## src/rtl/bit_serializer_pkg.sv

```systemverilog
// Shared primitives for the bit_shift / bit_serializer family: shift
// direction codes, serializer state encoding and a constant clog2 helper.
package bit_serializer_pkg;

  localparam int DIR_MSB_FIRST = 0;
  localparam int DIR_LSB_FIRST = 1;

  typedef enum logic {
    ST_IDLE  = 1'b0,
    ST_SHIFT = 1'b1
  } state_e;

  // Ceiling log2, usable in constant expressions; clog2(1) is 0.
  function automatic int clog2(input int value);
    int result;
    int rem;
    result = 0;
    rem    = value - 1;
    while (rem > 0) begin
      result++;
      rem = rem >> 1;
    end
    return result;
  endfunction

endpackage

```

## src/rtl/single_entry_buffer.sv

```systemverilog
// One-entry holding buffer: parks a word while the shifter is busy and
// generates the upstream ready from its occupancy flag alone.
module single_entry_buffer
  import bit_serializer_pkg::*;
#(
  parameter int WIDTH = 8
) (
  input  logic             clk,
  input  logic             rst_n,
  input  logic             i_wr,
  input  logic             i_rd,
  input  logic [WIDTH-1:0] i_data,
  output logic [WIDTH-1:0] o_data,
  output logic             o_full,
  output logic             o_ready
);

  logic [WIDTH-1:0] r_data;
  logic             r_full;

  // NOTE: state registers use non-blocking assignments so every flop samples pre-edge values.
  always_ff @(posedge clk or negedge rst_n) begin
    if (!rst_n) begin
      r_full <= 1'b0;
      // NOTE: the data register is reset too, so a cleared buffer never exposes a stale word.
      r_data <= '0;
    end else begin
      if (i_wr) begin
        r_data <= i_data;
      end
      if (i_wr) begin
        r_full <= 1'b1;
      end else if (i_rd) begin
        r_full <= 1'b0;
      end
    end
  end

  assign o_data  = r_data;
  assign o_full  = r_full;
  assign o_ready = !r_full;

endmodule

```

## src/rtl/bit_serializer.sv

```systemverilog
// Parallel-to-serial stage: splits each accepted word into SERIAL_WIDTH-bit
// beats, with a one-word holding buffer for gap-free back-to-back words.
module bit_serializer
  import bit_serializer_pkg::*;
#(
  parameter string ARCHITECTURE    = "BEHAVIORAL",
  parameter int    DATA_WIDTH      = 8,
  parameter int    SERIAL_WIDTH    = 1,
  parameter int    SHIFT_DIRECTION = DIR_MSB_FIRST
) (
  input  logic                    clk,
  input  logic                    rst_n,
  input  logic [DATA_WIDTH-1:0]   data_in,
  input  logic                    data_in_valid,
  output logic                    data_in_ready,
  output logic [SERIAL_WIDTH-1:0] data_out,
  output logic                    data_out_valid,
  input  logic                    data_out_ready,
  output logic                    data_out_first,
  output logic                    data_out_last
);

  localparam int BEATS = DATA_WIDTH / SERIAL_WIDTH;
  localparam int CW    = (clog2(BEATS) > 1) ? clog2(BEATS) : 1;
  localparam logic [CW-1:0] LAST_CNT = CW'(BEATS - 1);

  if (DATA_WIDTH % SERIAL_WIDTH != 0) begin : g_bad_width
    $error("bit_serializer: SERIAL_WIDTH must divide DATA_WIDTH exactly");
  end
  if (ARCHITECTURE != "BEHAVIORAL") begin : g_bad_arch
    $error("bit_serializer: only the BEHAVIORAL architecture is defined");
  end

  state_e                  r_state, w_state_nxt;
  logic [DATA_WIDTH-1:0]   r_shreg, w_shreg_nxt, w_shifted;
  logic [CW-1:0]           r_cnt, w_cnt_nxt;
  logic [SERIAL_WIDTH-1:0] w_beat;
  logic [DATA_WIDTH-1:0]   w_hold_data;
  logic                    w_busy, w_last, w_out_hs, w_in_hs, w_in_ready;
  logic                    w_slot_free, w_hold_full, w_drain, w_hold_wr;

  assign w_busy      = (r_state == ST_SHIFT);
  assign w_last      = (r_cnt == LAST_CNT);
  assign w_out_hs    = w_busy && data_out_ready;
  assign w_in_hs     = data_in_valid && w_in_ready;
  assign w_slot_free = !w_busy || (w_out_hs && w_last);
  assign w_drain     = w_slot_free && w_hold_full;
  // A word goes to the buffer unless it can bypass straight into the shifter.
  assign w_hold_wr   = w_in_hs && (!w_slot_free || w_hold_full);

  single_entry_buffer #(
    .WIDTH (DATA_WIDTH)
  ) u_hold (
    .clk     (clk),
    .rst_n   (rst_n),
    .i_wr    (w_hold_wr),
    .i_rd    (w_drain),
    .i_data  (data_in),
    .o_data  (w_hold_data),
    .o_full  (w_hold_full),
    .o_ready (w_in_ready)
  );

  if (SHIFT_DIRECTION == DIR_LSB_FIRST) begin : g_lsb_first
    assign w_beat    = r_shreg[SERIAL_WIDTH-1:0];
    assign w_shifted = r_shreg >> SERIAL_WIDTH;
  end else begin : g_msb_first
    assign w_beat    = r_shreg[DATA_WIDTH-1 -: SERIAL_WIDTH];
    assign w_shifted = r_shreg << SERIAL_WIDTH;
  end

  always_ff @(posedge clk or negedge rst_n) begin
    if (!rst_n) begin
      r_state <= ST_IDLE;
      r_shreg <= '0;
      r_cnt   <= '0;
    end else begin
      r_state <= w_state_nxt;
      r_shreg <= w_shreg_nxt;
      r_cnt   <= w_cnt_nxt;
    end
  end

  // NOTE: every always_comb output gets a default first, so no path can infer a latch.
  always_comb begin
    w_state_nxt = r_state;
    w_shreg_nxt = r_shreg;
    w_cnt_nxt   = r_cnt;
    if (w_slot_free) begin
      if (w_hold_full) begin
        w_state_nxt = ST_SHIFT;
        w_shreg_nxt = w_hold_data;
        w_cnt_nxt   = '0;
      end else if (w_in_hs) begin
        w_state_nxt = ST_SHIFT;
        w_shreg_nxt = data_in;
        w_cnt_nxt   = '0;
      end else begin
        w_state_nxt = ST_IDLE;
      end
    end else if (w_out_hs) begin
      w_shreg_nxt = w_shifted;
      w_cnt_nxt   = r_cnt + CW'(1);
    end
  end

  assign data_in_ready  = w_in_ready;
  assign data_out_valid = w_busy;
  assign data_out       = w_busy ? w_beat : '0;
  assign data_out_first = w_busy && (r_cnt == '0);
  assign data_out_last  = w_busy && w_last;

endmodule

```

## config.mk

```make
export PLATFORM = sky130hd
export DESIGN_NAME = bit_serializer
export DESIGN_NICKNAME = d
export VERILOG_FILES = /design/src/rtl/bit_serializer_pkg.sv /design/src/rtl/single_entry_buffer.sv /design/src/rtl/bit_serializer.sv
export SDC_FILE = /design/constraint.sdc
export NUM_CORES = 1
export LEC_CHECK = 0
export ABC_AREA = 1
export BUFFER_PORTS_ARGS = -buffer_cell sky130_fd_sc_hd__buf_2
export CORE_ASPECT_RATIO = 1.2
export CORE_MARGIN = 2
export CORE_UTILIZATION = 25
export CTS_CLUSTER_DIAMETER = 150
export DETAILED_ROUTE_END_ITERATION = 8
export RECOVER_POWER = 25
export SLEW_MARGIN = 20
export SYNTH_ARGS = -nofsm -noshare
export SYNTH_HDL_FRONTEND = slang
export SYNTH_SLANG_ARGS = --single-unit
export TNS_END_PERCENT = 50
```

## constraint.sdc

```tcl
create_clock -name clk -period 2.51 [get_ports clk]
set_input_delay 0.1255 -clock clk [delete_from_list [all_inputs] [get_ports clk]]
set_output_delay 0.1255 -clock clk [all_outputs]
set_load 0.02 [all_outputs]
```

==> impl_metrics.env, run 1 <==
export IMPL_setup_tns_ps=0
export IMPL_final_net_count=186
export IMPL_first_pass_iters=5
export IMPL_ir_worst_vdd_mv=0.177
export IMPL_setup_viol=0
export IMPL_placementRows=27
export IMPL_pin_count=17
export IMPL_min_period_over_period_pct=63.4
export IMPL_top_layer="met4"
export IMPL_min_period_ps=1590
export IMPL_grt_max_degree=22
export IMPL_area_growth_pct=15.4
export IMPL_diodes=0
export IMPL_fin_area_sq_um=1320
export IMPL_syn_area_per_cell_sq_um=7.54
export IMPL_ctsRootBufferMaster="clkbuf_8"
export IMPL_grt_use_total_pct=10.6
export IMPL_timing_fmax_mhz=628
export IMPL_multiInputGateArea_sq_um=561
export IMPL_met2_length_microns=1120
export IMPL_drt_vias_per_instance=4.19
export IMPL_async_flop_share_pct=100
export IMPL_die_area_sq_um=5140
export IMPL_cts_tree="built"
export IMPL_clk_latency_ps=260
export IMPL_antenna_found_initial=0
export IMPL_status="finished clean"
export IMPL_cts_sinks=21
export IMPL_synth_edf_count=0
export IMPL_ys_types=16
export IMPL_synth_main_ff_cell="dfrtp_1"
export IMPL_synth_top_cell_area_share_pct=45.9
export IMPL_intPower_uw=691
export IMPL_wire_per_inst_microns=10.3
export IMPL_numPortBuffers=16
export IMPL_hold_viol=0
export IMPL_cts_clk_slew_worst_paths_ps=80
export IMPL_worstPathMaxFanout=18
export IMPL_rsz0062_at_grt="no"
export IMPL_finalMaxSlewViolations=0
export IMPL_gp_congestion=0.738
export IMPL_tightest_slew_ps=1150
export IMPL_synth_top_cell_by_area="dfrtp_1"
export IMPL_syn_area_sq_um=1150
export IMPL_cts_buffer_depth=2
export IMPL_dpl_hpwl_microns=1710
export IMPL_syn_inst=152
export IMPL_fillers=491
export IMPL_ys_seq_elements=21
export IMPL_wl_met1_microns=1120
export IMPL_drt_drc_violations_left=0
export IMPL_htreeDepth=1
export IMPL_worst_hold_path_type="in2reg"
export IMPL_numCtsBuffers=3
export IMPL_worstSetupPathType="reg2reg"
export IMPL_drt_iter0_markers=44
export IMPL_antenna_left=0
export IMPL_core_area_sq_um=4490
export IMPL_ff2ff_path_depth=8
export IMPL_start_util_pct=25.5
export IMPL_pwr_share_seq_pct=47.5
export IMPL_cp_end_kind="register"
export IMPL_die_x_microns=65.8
export IMPL_dr_total_vias=955
export IMPL_required_ps=2660
export IMPL_swShare_pct=35.2
export IMPL_final_seq_area_sq_um=526
export IMPL_drive_gt1_share_pct=16.5
export IMPL_worstHoldPathCells=3
export IMPL_place_area_sq_um=1270
export IMPL_slew_headroom_pct=23.4
export IMPL_combPwrFrac_pct=31.3
export IMPL_wl_met3_microns=70
export IMPL_fin_hold_ws_ps=84.0
export IMPL_totalWireLength_microns=2360
export IMPL_maxCapViolations=0
export IMPL_synthTopCellsByArea="dfrtp_1, nand2_1, o21ai_0"
export IMPL_critPathLaunchType="register"
export IMPL_finClkSkew_ps=3.52
export IMPL_yosysSeqAreaShare_pct=45.9
export IMPL_switching_power_uw=375
export IMPL_crit_arrival_ps=1740
export IMPL_grt_pass1_wl_microns=4400
export IMPL_leakagePower_nw=0.754
export IMPL_synth_nets=167
export IMPL_p_per_area_nw_per_um2=807
export IMPL_die_h_microns=78.2
export IMPL_grt_pass1_vias=1022
export IMPL_yosys_warnings=0
export IMPL_p_clk_share_pct=21.2
export IMPL_synth_most_common_cell="nand2_1"
export IMPL_synthTopCellsByCount="nand2_1, dfrtp_1, o21ai_0"
export IMPL_overflow=0
## per-stage QoR
| stage | utilization, % | power, mW | worst slack (ps) | instances |
|---|---|---|---|---|
| after floorplan | - | 0.769 | 1080 | 152 |
| after global placement | 28.2 | 0.847 | 967 | 223 |
| after detailed placement | 28.2 | 0.851 | 926 | 223 |
| after CTS | 29.5 | 1.08 | 899 | 228 |
| after global routing | 29.4 | 1.18 | 782 | 228 |
| final | 29.4 | 1.07 | 917 | 228 |
## routing by layer
metal / up-vias / global-route usage (%)
met5: - / 0
met4: 0 / 4.38
met3: 5 / 1.29
met2: 18 / 17.6
met1: 423 / 13.8
li1: 509 / -
## registers in the layout, indices dropped and copies added, names as in the netlist
signal and cells:
r_cnt 3, r_shreg 8, u_hold.o_full 1, data_out_valid 1, u_hold.o_data 8
## power by group through the flow
stage	logic, mW	registers [mW]	clock network [mW]
3_5_place_dp	0.337	0.514	0
3_3_place_gp	0.334	0.512	0
4_1_cts	0.340	0.507	0.232
2_1_floorplan	0.275	0.494	0
5_1_grt	0.407	0.524	0.244
6_report	0.334	0.507	0.226
## layout by cell type, fill, tap and decap left out, types with 2 or more instances in the layout
master	netlist	layout
dfrtp_1	21	21
o21ai_0	10	10
nor2_1	4	4
nand4_1	2	2
ha_1	3	3
inv_1	7	7
nand2_1	85	85
nand2_4	4	4
nand2_2	2	2
clkbuf_1	0	2
nand3_1	7	7
buf_2	0	15
clkbuf_8	0	3
## worst paths after layout
check	from	end	slack, ps
max in group asynchronous	rst_n	r_shreg[4]$_DFFE_PN0P_	1220
min in group asynchronous	rst_n	r_cnt[1]$_DFFE_PN0P_	610
setup / recovery	r_cnt[0]$_DFFE_PN0P_	r_shreg[0]$_DFFE_PN0P_	920
hold reg to reg	r_shreg[4]$_DFFE_PN0P_	r_shreg[4]$_DFFE_PN0P_	490
hold / removal	data_in[7]	u_hold.o_data[7]$_DFFE_PN0P_	80
setup reg to reg	r_cnt[0]$_DFFE_PN0P_	r_shreg[0]$_DFFE_PN0P_	920
## kinds of logic (layout without fill, tap and decap cells)
kind of cell,after synthesis,count (layout),share of synthesized area (%)
compound gates,11,11,5.79
buf+inv,11,29,5.24
fa+ha+maj,3,3,3.28
flops,21,21,45.9
simple gates,106,106,39.8
## final cells by class
cell class / count / area share, %
Multi-Input combinational cell: 120 / 42.4
Sequential cell: 21 / 39.7
Timing Repair Buffer: 17 / 6.72
Tap cell: 58 / 5.49
Clock buffer: 4 / 3.41
Inverter: 8 / 2.27
## critical path: stages, from the launching register on
cell	delay (ps)
dfrtp_1	380
ha_1	200
ha_1	230
nand2_4	140
nand2_4	140
nand2_2	150
nand2_4	90
nand2_1	70
nand2_1	60
## repair_timing
| action | in CTS | in global routing |
|---|---|---|
| endpoints found under the setup margin | 0 | 0 |
| buffers inserted | 0 | 0 |
| endpoints found under the hold margin | 21 | 0 |
| hold buffers | 1 | 0 |
| gates resized for setup | 0 | 0 |
No activity file was read; power rests on OpenSTA's default activity.
==> inputs of run 2 (changes only) <==
--- a/config.mk
+++ b/config.mk
@@ -5,7 +5,7 @@
 export SDC_FILE = /design/constraint.sdc
 export NUM_CORES = 1
 export LEC_CHECK = 0
-export ABC_AREA = 1
+export ABC_AREA = 0
 export BUFFER_PORTS_ARGS = -buffer_cell sky130_fd_sc_hd__buf_2
 export CORE_ASPECT_RATIO = 1.2
 export CORE_MARGIN = 2
==> constraint.sdc (replaced) <==
create_clock -name clk -period 1.6 [get_ports clk]
set_input_delay 0.08 -clock clk [delete_from_list [all_inputs] [get_ports clk]]
set_output_delay 0.08 -clock clk [all_outputs]
set_load 0.02 [all_outputs]
==> impl_metrics.env, run 2 <==
export IMPL_dr_total_vias=706
export IMPL_syn_area_sq_um=1080
export IMPL_worstPathMaxFanout=4
export IMPL_die_area_sq_um=4860
export IMPL_placementRows=26
export IMPL_synthTopCellsByArea="dfrtp_1, mux2_2, mux2i_1"
export IMPL_required_ps=1750
export IMPL_hold_viol=0
export IMPL_grt_use_total_pct=8.95
export IMPL_drive_gt1_share_pct=49.1
export IMPL_overflow=0
export IMPL_core_area_sq_um=4200
export IMPL_ff2ff_path_depth=6
export IMPL_r2r_start="r_cnt[1]$_DFFE_PN0P_"
export IMPL_synth_edf_count=0
export IMPL_first_pass_iters=4
export IMPL_p_per_area_nw_per_um2=1300
export IMPL_grt_pass1_wl_microns=3430
export IMPL_pin_count=17
export IMPL_dp_cells=162
export IMPL_area_growth_pct=29.7
export IMPL_critPathLaunchType="register"
export IMPL_dpl_hpwl_microns=1520
export IMPL_clk_latency_ps=260
export IMPL_crit_arrival_ps=1900
export IMPL_final_net_count=130
export IMPL_multiInputGateArea_sq_um=532
export IMPL_gp_congestion=0.705
export IMPL_min_period_ps=1750
export IMPL_diodes=0
export IMPL_setup_viol=13
export IMPL_final_cell_mix="dfrtp_1, buf_2, mux2_2, mux2i_1, inv_1"
export IMPL_ctsRootBufferMaster="clkbuf_8"
export IMPL_rsz0062_at_grt="yes"
export IMPL_finClkSkew_ps=4.10
export IMPL_layout_cells_non_filler=170
export IMPL_async_flop_share_pct=100
export IMPL_worst_r2r_setup_slack_ps=-150
export IMPL_synth_nets=99
export IMPL_numCtsBuffers=3
export IMPL_worstHoldPathCells=2
export IMPL_slew_headroom_pct=25.1
export IMPL_finalMaxSlewViolations=0
export IMPL_maxCapViolations=0
export IMPL_synth_main_ff_cell="dfrtp_1"
export IMPL_fillers=427
export IMPL_cts_sinks=21
export IMPL_die_x_microns=64.0
export IMPL_drt_vias_per_instance=4.15
export IMPL_yosysSeqAreaShare_pct=48.7
export IMPL_cts_clk_slew_worst_paths_ps=80
export IMPL_violations="setup timing"
export IMPL_timing_fmax_mhz=572
export IMPL_min_period_over_period_pct=109
export IMPL_r2r_end="r_shreg[2]$_DFFE_PN0P_"
export IMPL_hold_end="u_hold.o_data[2]$_DFFE_PN0P_"
export IMPL_fin_total_pwr_mw=1.81
export IMPL_synthTopCellsByCount="dfrtp_1, mux2_2, mux2i_1"
export IMPL_die_h_microns=76.0
export IMPL_leakagePower_nw=0.709
export IMPL_worstHoldStart="data_in[2]"
export IMPL_antenna_found_initial=0
export IMPL_cts_tree="built"
export IMPL_tightest_slew_ps=1120
export IMPL_synth_top_cell_by_area="dfrtp_1"
export IMPL_drt_drc_violations_left=0
export IMPL_status="complete, but fails checks"
export IMPL_syn_inst=84
export IMPL_grt_max_degree=22
export IMPL_totalWireLength_microns=2010
export IMPL_pre_cts_ws_ps=-138
export IMPL_cp_end_kind="register"
export IMPL_final_seq_area_sq_um=526
export IMPL_htreeDepth=1
export IMPL_antenna_left=0
export IMPL_ys_types=17
export IMPL_yosys_warnings=0
export IMPL_synth_top_cell_area_share_pct=48.7
export IMPL_cts_buffer_depth=2
export IMPL_critPathLaunch="r_cnt[1]$_DFFE_PN0P_"
export IMPL_syn_area_per_cell_sq_um=12.9
export IMPL_ys_seq_elements=21
export IMPL_drt_iter0_markers=34
export IMPL_synth_most_common_cell="dfrtp_1"
export IMPL_numPortBuffers=16
export IMPL_worst_hold_path_type="in2reg"
export IMPL_layout_commonest_cell="dfrtp_1"
export IMPL_start_util_pct=25.7
export IMPL_wire_per_inst_microns=11.8
export IMPL_ir_worst_vdd_mv=0.329
export IMPL_grt_pass1_vias=762
export IMPL_worstSetupPathType="reg2reg"
export IMPL_finalWorstSetupSlack_ps=-150
==> run 2: cell types whose count changed in the layout (fill, tap and decap cells not counted), sizes merged, moves of 2 or more <==
cell and change:
nand2 -89, nand3 -4, nand4 -2, buf +12
mux2 +18, o21ai -7, nor2 -3, mux2i +13
==> run 2: area by class of cell <==
cell class,count,share of cell area (%)
Clock buffer,4,3.22
Inverter,9,2.41
Multi-Input combinational cell,51,38.0
Sequential cell,21,37.5
Tap cell,56,5.00
Timing Repair Buffer,29,13.9
==> run 2: per-layer routing <==
layer / share of wire, % / track usage, % / routed length [microns] / vias to the layer above
met3: 3.3 / 1.92 / 66 / 2
met4: 0.95 / 3.26 / 19 / 0
met5: 0 / 0 / 0 / -
met2: 51 / 14.6 / 1020 / 11
met1: 45 / 11.5 / 903 / 347
li1: - / - / - / 346
==> run 2: worst max-delay path by stage <==
stage	end	slack, ps	cells after the start
2_1_floorplan	r_shreg[2]$_DFFE_PN0P_	-80	6
3_3_place_gp	r_shreg[2]$_DFFE_PN0P_	-130	6
3_5_place_dp	u_hold.o_data[0]$_DFFE_PN0P_	-140	5
4_1_cts	r_shreg[2]$_DFFE_PN0P_	-150	6
5_1_grt	r_shreg[2]$_DFFE_PN0P_	-190	6
6_report	r_shreg[2]$_DFFE_PN0P_	-150	6
==> run 2: timing repair <==
action	CTS	global route
hold endpoints to repair	21	0
gates resized for setup	5	9
endpoints found under the setup margin	13	19
hold buffers	1	0
setup buffers	1	3
==> run 2: kinds of logic (layout without fill, tap and decap cells) <==
family,after synthesis,in the layout,synth area share (%)
flip-flops,21,21,48.7
buffers and inverters,12,42,6.26
AND/OR/NAND/NOR,12,12,6.84
AO/OA/AOI/OAI,5,5,3.24
multiplexers,31,31,31.5
adder cells (fa/ha/maj),3,3,3.48
==> run 2: power by group <==
part           internal (mW)  switching [mW]  leakage [nW]
sequential             0.709          0.0988         0.263
combinational          0.384           0.279         0.423
clock                  0.177           0.165        0.0228
total                   1.27           0.543         0.709
==> run 2: per-stage QoR <==
stage	area, sq um	utilization, %	setup TNS, ps	hold slack, ps
after detailed placement	1280	30.5	-1450	67.5
after global routing	1400	33.4	-1340	66.2
after floorplan	1090	-	-133	-216
after global placement	1280	30.5	-1180	56.0
final	1400	33.4	-754	68.5
after CTS	1370	32.5	-757	63.6
==> run 2: worst max-delay path: stages (launching register included) <==
cell and delay [ps]:
dfrtp_1 400, ha_2 190, ha_4 170, a21bo_4 210, buf_6 120, mux2_4 290, mux2_4 250
==> inputs of run 3 (changes only) <==
--- a/config.mk
+++ b/config.mk
@@ -12,6 +12,7 @@
 export CORE_UTILIZATION = 25
 export CTS_CLUSTER_DIAMETER = 150
 export DETAILED_ROUTE_END_ITERATION = 8
+export PLACE_DENSITY = 0.42
 export RECOVER_POWER = 25
 export SLEW_MARGIN = 20
 export SYNTH_ARGS = -nofsm -noshare
==> impl_metrics.env, run 3 (synthesized netlist as in run 2, its figures left out) <==
export IMPL_pin_count=17
export IMPL_fin_area_sq_um=1380
export IMPL_crit_arrival_ps=1880
export IMPL_p_per_area_nw_per_um2=1310
export IMPL_finalMaxSlewViolations=0
export IMPL_tightest_slew_ps=1190
export IMPL_area_growth_pct=27.7
export IMPL_slew_headroom_pct=20.9
export IMPL_setup_viol=12
export IMPL_drt_drc_violations_left=0
export IMPL_die_x_microns=64.0
export IMPL_dp_cells=162
export IMPL_min_period_ps=1730
export IMPL_die_area_sq_um=4860
export IMPL_leakagePower_nw=0.691
export IMPL_diodes=0
export IMPL_numCtsBuffers=3
export IMPL_core_area_sq_um=4200
export IMPL_wire_per_inst_microns=12.4
export IMPL_cts_sinks=21
export IMPL_setup_tns_ps=-1260
export IMPL_worstPathMaxFanout=6
export IMPL_status="complete, but fails checks"
export IMPL_wl_met3_microns=79
export IMPL_grt_pass1_vias=786
export IMPL_dr_total_vias=714
export IMPL_critPathLaunch="r_cnt[0]$_DFFE_PN0P_"
export IMPL_finClkSkew_ps=4.61
export IMPL_required_ps=1750
export IMPL_ctsRootBufferMaster="clkbuf_8"
export IMPL_final_cell_mix="dfrtp_1, mux2_2, buf_2, mux2i_1, buf_4"
export IMPL_drt_vias_per_instance=4.20
export IMPL_finalWorstSetupSlack_ps=-126
export IMPL_cts_buffer_depth=2
export IMPL_antenna_left=0
export IMPL_dpl_hpwl_microns=1550
export IMPL_crit_path_end="r_shreg[2]$_DFFE_PN0P_"
export IMPL_wl_met1_microns=911
export IMPL_rsz0062_at_grt="yes"
export IMPL_overflow=0
export IMPL_r2r_end="r_shreg[2]$_DFFE_PN0P_"
export IMPL_numPortBuffers=16
export IMPL_gp_congestion=0.668
export IMPL_met2_length_microns=1060
export IMPL_timing_fmax_mhz=580
export IMPL_grt_pass1_wl_microns=3560
export IMPL_ff2ff_path_depth=6
export IMPL_first_pass_iters=3
export IMPL_min_period_over_period_pct=108
export IMPL_worstSetupPathType="reg2reg"
export IMPL_drive_gt1_share_pct=48.2
export IMPL_grt_max_degree=22
export IMPL_final_net_count=130
export IMPL_layout_commonest_cell="dfrtp_1"
export IMPL_place_area_sq_um=1290
export IMPL_cts_clk_slew_worst_paths_ps=80
export IMPL_start_util_pct=25.7
export IMPL_worst_hold_path_type="in2reg"
export IMPL_die_h_microns=76.0
export IMPL_layout_cells_non_filler=170
export IMPL_hold_viol=0
export IMPL_r2r_start="r_cnt[0]$_DFFE_PN0P_"
export IMPL_ir_worst_vdd_mv=0.315
export IMPL_placementRows=26
export IMPL_antenna_found_initial=0
export IMPL_critPathLaunchType="register"
export IMPL_maxCapViolations=0
export IMPL_violations="setup timing"
export IMPL_worst_r2r_setup_slack_ps=-130
export IMPL_fillers=440
export IMPL_clk_latency_ps=260
export IMPL_htreeDepth=1
export IMPL_cts_tree="built"
export IMPL_drt_iter0_markers=25
export IMPL_top_layer="met4"
export IMPL_cp_end_kind="register"
export IMPL_totalWireLength_microns=2110
export IMPL_grt_use_total_pct=9.70
-- run 3: layout make-up --
type | instances | area [sq um] | area share [%]
clock buffer | 4 | 45.0 | 3.27
inverter | 9 | 33.8 | 2.45
multi-input combinational | 51 | 509 | 36.9
sequential | 21 | 526 | 38.1
tap | 56 | 70.1 | 5.08
timing repair buffer | 29 | 195 | 14.2
-- run 3: critical path: stages (launching register included) --
cell and delay [ps]:
dfrtp_1 400, ha_2 200, ha_4 170, a21bo_1 180, buf_6 130, mux2_4 280
mux2_4 250
-- run 3: metal layers --
layer	vias to the layer above	GRT usage [%]
met5	-	0
li1	347	-
met3	5	1.92
met4	0	5.87
met1	347	11.0
met2	15	16.5
-- run 3: power breakdown --
group          total [mW]  switching (mW)  internal (mW)
sequential          0.800          0.0913          0.709
clock               0.353           0.175          0.178
combinational       0.652           0.282          0.370
total                1.81           0.549           1.26
-- run 3: repair_timing --
item,4_1_cts,5_1_grt
gates resized for setup,2,4
setup endpoints to repair,14,19
pin swaps,1,1
buffers inserted,3,0
endpoints found under the hold margin,21,0
hold buffers,1,0
-- run 3: how the worst min path moves through the flow --
stage,start,endpoint,depth (start not counted)
after floorplan,rst_n,data_out_valid$_DFFE_PN0N_,0
after global placement,rst_n,u_hold.o_data[0]$_DFFE_PN0P_,1
after detailed placement,rst_n,u_hold.o_full$_DFFE_PN0P_,1
after CTS,data_in[6],u_hold.o_data[6]$_DFFE_PN0P_,2
after global routing,data_in[6],u_hold.o_data[6]$_DFFE_PN0P_,2
final,data_in[6],u_hold.o_data[6]$_DFFE_PN0P_,2
-- run 3: metrics by stage --
step / util, % / worst slack, ps / hold slack, ps / power, mW
2_1_floorplan: - / -84.0 / -216 / 1.25
4_1_cts: 32.8 / -115 / 53.0 / 1.83
6_report: 32.9 / -126 / 56.6 / 1.81
5_1_grt: 32.9 / -174 / 50.8 / 1.95
3_3_place_gp: 30.8 / -123 / 78.6 / 1.41
3_5_place_dp: 30.8 / -151 / 79.2 / 1.43
